$ cat config.mk
export PLATFORM = sky130hd
export DESIGN_NAME = muldiv_seq_flat
export DESIGN_NICKNAME = d
export VERILOG_FILES = /design/src/rtl/muldiv_seq_if.sv /design/src/rtl/muldiv_seq.sv /design/src/flat_wrapper.sv
export SDC_FILE = /design/constraint.sdc
export NUM_CORES = 1
export LEC_CHECK = 0
export CAP_MARGIN = 20
export CORE_MARGIN = 1
export CORE_UTILIZATION = 31
export DETAILED_ROUTE_END_ITERATION = 16
export GPL_ROUTABILITY_DRIVEN = 0
export GPL_TIMING_DRIVEN = 0
export PLACE_DENSITY_LB_ADDON = 0.08
export SYNTH_ARGS = -nofsm -noshare
export SYNTH_HDL_FRONTEND = slang
export SYNTH_SLANG_ARGS = --single-unit
$ cat constraint.sdc
create_clock -name clk -period 11 [get_ports clk]
set_input_delay 1.65 -clock clk [delete_from_list [all_inputs] [get_ports clk]]
set_output_delay 1.65 -clock clk [all_outputs]
set_load 0.1 [all_outputs]
$ cat src/rtl/muldiv_seq_if.sv
// rtl/muldiv_seq_if.sv - request/response channel bundle for the iterative mul/div unit
interface muldiv_seq_if #(
  parameter int XLEN = 32
);
  logic            req_valid;
  logic            req_ready;
  logic [2:0]      req_op;
  logic [XLEN-1:0] req_a;
  logic [XLEN-1:0] req_b;
  logic            kill;
  logic            resp_valid;
  logic            resp_ready;
  logic [XLEN-1:0] resp_data;
  logic            busy;

  modport master (
    output req_valid, req_op, req_a, req_b, kill, resp_ready,
    input  req_ready, resp_valid, resp_data, busy
  );

  modport slave (
    input  req_valid, req_op, req_a, req_b, kill, resp_ready,
    output req_ready, resp_valid, resp_data, busy
  );
endinterface

$ cat src/rtl/muldiv_seq.sv
// rtl/muldiv_seq.sv - iterative RV32M multiply/divide unit, one operand bit per cycle
module muldiv_seq #(
  parameter int XLEN = 32
) (
  input  logic         clk,
  input  logic         rst_n,
  muldiv_seq_if.slave  bus
);

  localparam int CW = $clog2(XLEN + 1);

  typedef enum logic [1:0] {
    S_IDLE = 2'd0,
    S_CALC = 2'd1,
    S_FIX  = 2'd2,
    S_DONE = 2'd3
  } state_t;

  state_t          r_state;
  state_t          w_next;

  logic [2:0]      r_op;
  logic            r_neg;
  logic [CW-1:0]   r_cnt;
  logic [XLEN-1:0] r_hi;      // product high half / partial remainder
  logic [XLEN-1:0] r_lo;      // product low half + multiplier / quotient + dividend
  logic [XLEN-1:0] r_opnd;    // |a| as multiplicand, or |b| as divisor
  logic [XLEN-1:0] r_resp_data;

  logic            w_req_ready;
  logic            w_resp_valid;
  logic            w_busy;
  logic            w_accept;

  // operand decode at accept time
  logic            w_a_signed;
  logic            w_b_signed;
  logic            w_neg_a;
  logic            w_neg_b;
  logic            w_neg_res;
  logic [XLEN-1:0] w_a_abs;
  logic [XLEN-1:0] w_b_abs;
  logic            w_b_zero;
  logic            w_ovf;
  logic            w_special;
  logic [XLEN-1:0] w_special_data;

  // iteration datapath
  logic [XLEN:0]   w_mul_sum;
  logic [XLEN:0]   w_div_sh;
  logic            w_div_ge;
  logic [XLEN-1:0] w_div_diff;

  // sign fix-up datapath
  logic [2*XLEN-1:0] w_prod_n;
  logic [XLEN-1:0]   w_dq;
  logic [XLEN-1:0]   w_dq_n;
  logic [XLEN-1:0]   w_fix_result;

  assign w_accept = bus.req_valid & w_req_ready & ~bus.kill;

  assign w_a_signed = (bus.req_op == 3'd0) || (bus.req_op == 3'd1) || (bus.req_op == 3'd2) ||
                      (bus.req_op == 3'd4) || (bus.req_op == 3'd6);
  assign w_b_signed = (bus.req_op == 3'd0) || (bus.req_op == 3'd1) ||
                      (bus.req_op == 3'd4) || (bus.req_op == 3'd6);
  assign w_neg_a    = w_a_signed & bus.req_a[XLEN-1];
  assign w_neg_b    = w_b_signed & bus.req_b[XLEN-1];
  // remainder follows the dividend sign; everything else follows sign(a)^sign(b)
  assign w_neg_res  = (bus.req_op[2] && bus.req_op[1]) ? w_neg_a : (w_neg_a ^ w_neg_b);
  assign w_a_abs    = w_neg_a ? -bus.req_a : bus.req_a;
  assign w_b_abs    = w_neg_b ? -bus.req_b : bus.req_b;

  assign w_b_zero   = (bus.req_b == '0);
  assign w_ovf      = ((bus.req_op == 3'd4) || (bus.req_op == 3'd6)) &&
                      (bus.req_a == {1'b1, {(XLEN-1){1'b0}}}) && (bus.req_b == '1);
  assign w_special  = bus.req_op[2] & (w_b_zero | w_ovf);
  assign w_special_data = w_b_zero ? (bus.req_op[1] ? bus.req_a : '1)
                                   : (bus.req_op[1] ? '0 : bus.req_a);

  assign w_mul_sum  = {1'b0, r_hi} + {1'b0, (r_lo[0] ? r_opnd : {XLEN{1'b0}})};
  assign w_div_sh   = {r_hi, r_lo[XLEN-1]};
  assign w_div_ge   = (w_div_sh >= {1'b0, r_opnd});
  assign w_div_diff = w_div_sh[XLEN-1:0] - r_opnd;

  assign w_prod_n   = r_neg ? -{r_hi, r_lo} : {r_hi, r_lo};
  assign w_dq       = r_op[1] ? r_hi : r_lo;
  assign w_dq_n     = r_neg ? -w_dq : w_dq;
  assign w_fix_result = r_op[2] ? w_dq_n :
                        (r_op == 3'd0) ? w_prod_n[XLEN-1:0] : w_prod_n[2*XLEN-1:XLEN];

  // state register
  always_ff @(posedge clk) begin
    if (!rst_n) begin
      r_state <= S_IDLE;
    end else begin
      r_state <= w_next;
    end
  end

  // next-state selection; kill overrides every transition
  always_comb begin
    w_next = r_state;
    case (r_state)
      S_IDLE: if (w_accept) w_next = w_special ? S_DONE : S_CALC;
      S_CALC: if (r_cnt == CW'(1)) w_next = S_FIX;
      S_FIX:  w_next = S_DONE;
      S_DONE: if (bus.resp_ready) w_next = S_IDLE;
      default: w_next = S_IDLE;
    endcase
    if (bus.kill) w_next = S_IDLE;
  end

  // handshake outputs decoded from state
  always_comb begin
    w_req_ready  = 1'b0;
    w_resp_valid = 1'b0;
    w_busy       = 1'b0;
    case (r_state)
      S_IDLE: w_req_ready  = rst_n;
      S_CALC: w_busy       = 1'b1;
      S_FIX:  w_busy       = 1'b1;
      S_DONE: begin
        w_busy       = 1'b1;
        w_resp_valid = 1'b1;
      end
      default: w_req_ready = 1'b0;
    endcase
  end

  // operand latch, shift-add / restoring-divide step, and result register
  always_ff @(posedge clk) begin
    if (!rst_n) begin
      r_op        <= '0;
      r_neg       <= 1'b0;
      r_cnt       <= '0;
      r_hi        <= '0;
      r_lo        <= '0;
      r_opnd      <= '0;
      r_resp_data <= '0;
    end else if (r_state == S_IDLE) begin
      if (w_accept) begin
        r_op   <= bus.req_op;
        r_neg  <= w_neg_res;
        r_cnt  <= CW'(XLEN);
        r_hi   <= '0;
        if (bus.req_op[2]) begin
          r_lo   <= w_a_abs;
          r_opnd <= w_b_abs;
        end else begin
          r_lo   <= w_b_abs;
          r_opnd <= w_a_abs;
        end
        if (w_special) r_resp_data <= w_special_data;
      end
    end else if (r_state == S_CALC && !bus.kill) begin
      r_cnt <= r_cnt - CW'(1);
      if (r_op[2]) begin
        r_hi <= w_div_ge ? w_div_diff : w_div_sh[XLEN-1:0];
        r_lo <= {r_lo[XLEN-2:0], w_div_ge};
      end else begin
        r_hi <= w_mul_sum[XLEN:1];
        r_lo <= {w_mul_sum[0], r_lo[XLEN-1:1]};
      end
    end else if (r_state == S_FIX && !bus.kill) begin
      r_resp_data <= w_fix_result;
    end
  end

  assign bus.req_ready  = w_req_ready;
  assign bus.resp_valid = w_resp_valid;
  assign bus.resp_data  = r_resp_data;
  assign bus.busy       = w_busy;

endmodule

$ cat src/flat_wrapper.sv
// flat-port wrapper written by rule: the top's interface ports become plain ports
module muldiv_seq_flat 
#(
  parameter int XLEN = 32
)
  (clk, rst_n, bus_req_valid, bus_req_op, bus_req_a, bus_req_b, bus_kill, bus_resp_ready, bus_req_ready, bus_resp_valid, bus_resp_data, bus_busy);
  muldiv_seq_if #(.XLEN(XLEN)) bus_i ();
  input  logic clk;
  input  logic rst_n;
  input wire logic [$bits(bus_i.req_valid)-1:0] bus_req_valid;
  input wire logic [$bits(bus_i.req_op)-1:0] bus_req_op;
  input wire logic [$bits(bus_i.req_a)-1:0] bus_req_a;
  input wire logic [$bits(bus_i.req_b)-1:0] bus_req_b;
  input wire logic [$bits(bus_i.kill)-1:0] bus_kill;
  input wire logic [$bits(bus_i.resp_ready)-1:0] bus_resp_ready;
  output wire logic [$bits(bus_i.req_ready)-1:0] bus_req_ready;
  output wire logic [$bits(bus_i.resp_valid)-1:0] bus_resp_valid;
  output wire logic [$bits(bus_i.resp_data)-1:0] bus_resp_data;
  output wire logic [$bits(bus_i.busy)-1:0] bus_busy;
  assign bus_i.req_valid = bus_req_valid;
  assign bus_i.req_op = bus_req_op;
  assign bus_i.req_a = bus_req_a;
  assign bus_i.req_b = bus_req_b;
  assign bus_i.kill = bus_kill;
  assign bus_i.resp_ready = bus_resp_ready;
  assign bus_req_ready = bus_i.req_ready;
  assign bus_resp_valid = bus_i.resp_valid;
  assign bus_resp_data = bus_i.resp_data;
  assign bus_busy = bus_i.busy;
  muldiv_seq #(.XLEN(XLEN)) u_core (.clk(clk), .rst_n(rst_n), .bus(bus_i));
endmodule
=== Word level (Yosys, flattened, before mapping) ===
Cells that the tools add are included.

* Register bits: 140
* Input bits: 72
* Output and inout port bits: 35
* Logic and storage cells: 104

* $add $sub $neg: 7
* Order comparisons: 1
* Equal/unequal tests: 15
* Mux-type cells: 39
* Bitwise logic cells: 9
* Reductions and logical operators: 25

{| class="wikitable"
|+ Operator list
! cell !! number
|-
| $mux 32 || 26
|-
| $neg 32->32 || 3
|-
| $eq 32x32->1 const B || 2
|-
| $mux 64 || 1
|-
| $neg 64->64 || 1
|-
| $add 32x32->33 || 1
|-
| $ge 33x32->1 || 1
|-
| $logic_not 32->1 || 1
|-
| $sub 32x32->32 || 1
|-
| $mux 6 || 3
|-
| $mux 2 || 4
|-
| $ne 2x1->1 const B || 4
|-
| $pmux 2 s4 || 1
|-
| $logic_or 1x1->1 || 7
|-
| $eq 3x3->1 const B || 2
|-
| $eq 6x1->1 const B || 1
|-
| $logic_not 3->1 || 2
|-
| $sub 6x1->6 const B || 1
|-
| $and 1x1->1 || 5
|-
| $logic_and 1x1->1 || 5
|-
| $eq 2x2->1 const B || 2
|-
| $mux 1 || 4
|-
| $reduce_and 2->1 || 2
|-
| $reduce_and 4->1 || 1
|-
| 13 further kinds || 15
|}

=== Longest topological paths before layout ===
* Word-level depth: 10
* Depth in mapped cells: 16
* Mapped depth without buffers: 13

=== Worst setup path after synthesis ===
OpenSTA, ideal clock, no wires.

* Kind: input to output
* Start point: in rst_n
* End point: out bus_req_ready
* Arrival time: 3,347 ps
* Required time: 9,350 ps
* Path slack: 6,003 ps
* Stages on the path: 4
* Path buffers: 2
* Path through: inv_1 clkbuf_1 clkbuf_1 nor2_1

* Cells in the longest elaborated chain, start to end: 1

{| class="wikitable"
|+ Ends and longest elaborated chain
! what !! RTL line !! text
|-
| start: declaration || flat_wrapper.sv:9 || <nowiki>input logic rst_n;</nowiki>
|-
| $mux 1 || muldiv_seq.sv:118 || <nowiki>case (r_state)</nowiki>
|-
| end: declaration || flat_wrapper.sv:16 || <nowiki>output wire logic [$bits(bus_i.req_ready)-1:0] bus_req_ready;</nowiki>
|}

Every way passes these cells.

=== Final worst setup path ===
Same ends and word-level chain as after synthesis.

==> impl_metrics.yaml <==
timing:
  timing.setup.tns_ps: 0
  tightest_slew_ps: 1100
  fin_crit_ps: 6410
  slew_headroom: 0.262
  hold_viol: 0
  finalCritPeriodShare: 0.583
  drv_slew: 0
  rsz0062_at_grt: "no"
  fmaxAchievable_mhz: 156
  setup_viol: 0
  finClkSkew_ps: 14.2
floorplanning:
  boundaryPins: 107
  die_height_um: 228
  core_mm2: 0.0503
  dieArea_mm2: 0.0521
  initial_core_util: 0.315
  fp-row-count: 82
  die_width_um: 228
drt:
  via_per_inst: 6.17
  antenna_left: 0
  routed_wirelength_mm: 84.0
  routedWlPerCell_um: 27.5
  first_pass_iters: 6
  drt_iter0_markers: 2080
  drc_errors: 0
  vias: 18800
status:
  status: "finished clean"
layout:
  diodes: 0
  area_growth_pct: 15.9
  fill_cells: 5490
  stdcell_area_mm2: 0.0184
  nNetsFinal: 2517
  drive_above_1_share: 0.0466
critical_path:
  cp.required_ps: 9350
  crit_type: "in2out"
  start_kind: "input port"
  path_max_fanout: 10
  cp.arrival_ps: 4760
  end_kind: "primary output"
synthesis:
  synth-seq-cells: 140
  yosysMostFrequentCell: "nor2_1"
  yosysSeqAreaShare: 0.177
  ys.flop_type: "dfxtp_1"
  syn_avg_cell_area_um2: 7.08
  ys_warn_count: 0
  synth_top_area_share: 0.177
  synth_nets: 2388
  synthTopCellsByCount: "nor2_1, nand2_1, o21ai_0"
  yosys.area.top_type: "dfxtp_1"
  yosys-top-cells-area: "dfxtp_1, o21ai_0, ha_1"
  syn_inst: 2239
  synth_cell_types: 84
  synth_edf_count: 0
  syn_area_mm2: 0.0159
  async_reset_ff_frac: 0
clock_network:
  cts_sinks: 140
  htree_num_levels: 4
  cts_buffers: 17
  cts.clk_slew.worst_paths_ps: 60
  cts_resized: 0
  cts_tree: "done"
  root_buffer: "clkbuf_16"
  clock_latency_ps: 470
  postCtsHoldBufs: 0
  post-cts-setup-buffer-count: 0
  max-clock-path-buffers: 2
global_route:
  antenna_found_initial: 1
  gr-total-overflow: 0
  grt_pass1_wl_mm: 120
  grt_pass1_vias: 17700
  grt_usage: 0.313
  grt_max_degree: 17
placed_design:
  hpwl_mm: 67.6
  placed_area_mm2: 0.0178
  port_buffers: 105
hold_path:
  min_path_type: "reg2reg"
pwr:
  p_per_area_mw_per_mm2: 105
  leakagePower_nw: 6.52
  ir_drop_mv: 0.102
run:
  maxCapViolations: 0
cell usage in the layout (no fill, tap or decap), types with 13 or more instances in the layout:
cell	netlist	final
and2_1	17	17
mux2i_1	82	82
nor4_1	14	14
o31ai_1	45	45
dfxtp_1	140	140
clkbuf_16	0	17
nand4_1	23	23
o211ai_1	46	46
nand3_1	61	61
inv_1	64	64
o22ai_1	16	16
o21a_1	14	14
a21oi_1	183	183
or3_1	22	22
and3_1	14	14
o21ai_0	191	191
a31oi_1	44	44
a21o_1	28	28
ha_1	75	75
clkdlybuf4s50_1	0	105
a22oi_1	13	13
xor2_1	73	73
a211oi_1	41	41
xnor2_1	96	96
maj3_1	29	29
nor3b_1	13	13
nand2_1	219	219
buf_1	14	15
nor2_1	222	222
clkbuf_1	136	136
nor3_1	66	66
worst paths after layout:
path,start,end,cells past startpoint,slack [ps]
worst max-delay path,rst_n,bus_req_ready,6,4590
worst min-delay path,u_core.bus.resp_data[21]$_SDFFE_PN0P_,u_core.bus.resp_data[21]$_SDFFE_PN0P_,2,450
worst max register to register,u_core.r_op[1]$_SDFFE_PN0P_,u_core.bus.resp_data[18]$_SDFFE_PN0P_,17,4720
worst min register to register,u_core.bus.resp_data[21]$_SDFFE_PN0P_,u_core.bus.resp_data[21]$_SDFFE_PN0P_,2,450
power breakdown:
part | total (W) | switching [W] | internal (W) | leakage [nW]
logic | 0.000789 | 0.000540 | 0.000250 | 5.10
registers | 0.000542 | 0.0000184 | 0.000524 | 1.13
clock network | 0.000601 | 0.000275 | 0.000326 | 0.289
total | 0.00193 | 0.000833 | 0.00110 | 6.52
state kept, by name (all words and copies together), names as in the netlist:
name / count
u_core.bus.resp_data: 32
u_core.r_hi: 32
u_core.r_lo: 32
u_core.r_opnd: 32
u_core.r_cnt: 6
u_core.r_op: 3
u_core.r_state: 2
u_core.r_neg: 1
through the flow:
step	hold slack, ps	util	std cells	setup WS (ps)	power [W]
after floorplan	432	-	2239	6000	0.00101
after global placement	444	0.353	3016	4610	0.00131
after detailed placement	448	0.354	3020	4680	0.00131
after CTS	455	0.365	3052	4660	0.00190
after global routing	471	0.366	3053	4600	0.00199
final	452	0.366	3053	4590	0.00193
metal layers:
metal / GRT usage / vias to the layer above / wire length [µm]
met5: 0 / - / 12
met4: 0.156 / 2 / 4470
met3: 0.0575 / 217 / 7500
met2: 0.483 / 1041 / 36500
met1: 0.417 / 9067 / 35500
li1: - / 8502 / -
critical path, cell delays in order:
cell and delay [ps]:
clkdlybuf4s50_1 690, inv_1 220, clkbuf_1 400, clkbuf_1 330, nor2_1 270, clkdlybuf4s50_1 1190
final cells by class:
class / instances / area [µm²] / share of cell area
well taps: 672 / 841 / 0.0458
repair buffers: 110 / 1090 / 0.0594
clock inverters: 14 / 146 / 0.00797
flip-flops and latches: 140 / 2800 / 0.153
clock buffers: 18 / 439 / 0.0239
plain buffers: 179 / 853 / 0.0464
multi-input cells: 1853 / 12000 / 0.650
inverters: 67 / 251 / 0.0137
kinds of logic (layout without fill, tap and decap cells):
| kind of cell | Yosys count | in the layout | synth area share |
|---|---|---|---|
| simple gates | 745 | 745 | 0.223 |
| buf+inv | 246 | 388 | 0.0697 |
| compound gates | 740 | 740 | 0.298 |
| flops | 140 | 140 | 0.177 |
| fa+ha+maj | 106 | 106 | 0.0800 |
| xor+xnor | 169 | 169 | 0.0933 |
| mux | 93 | 93 | 0.0596 |
No activity file was read; power rests on OpenSTA's default activity.
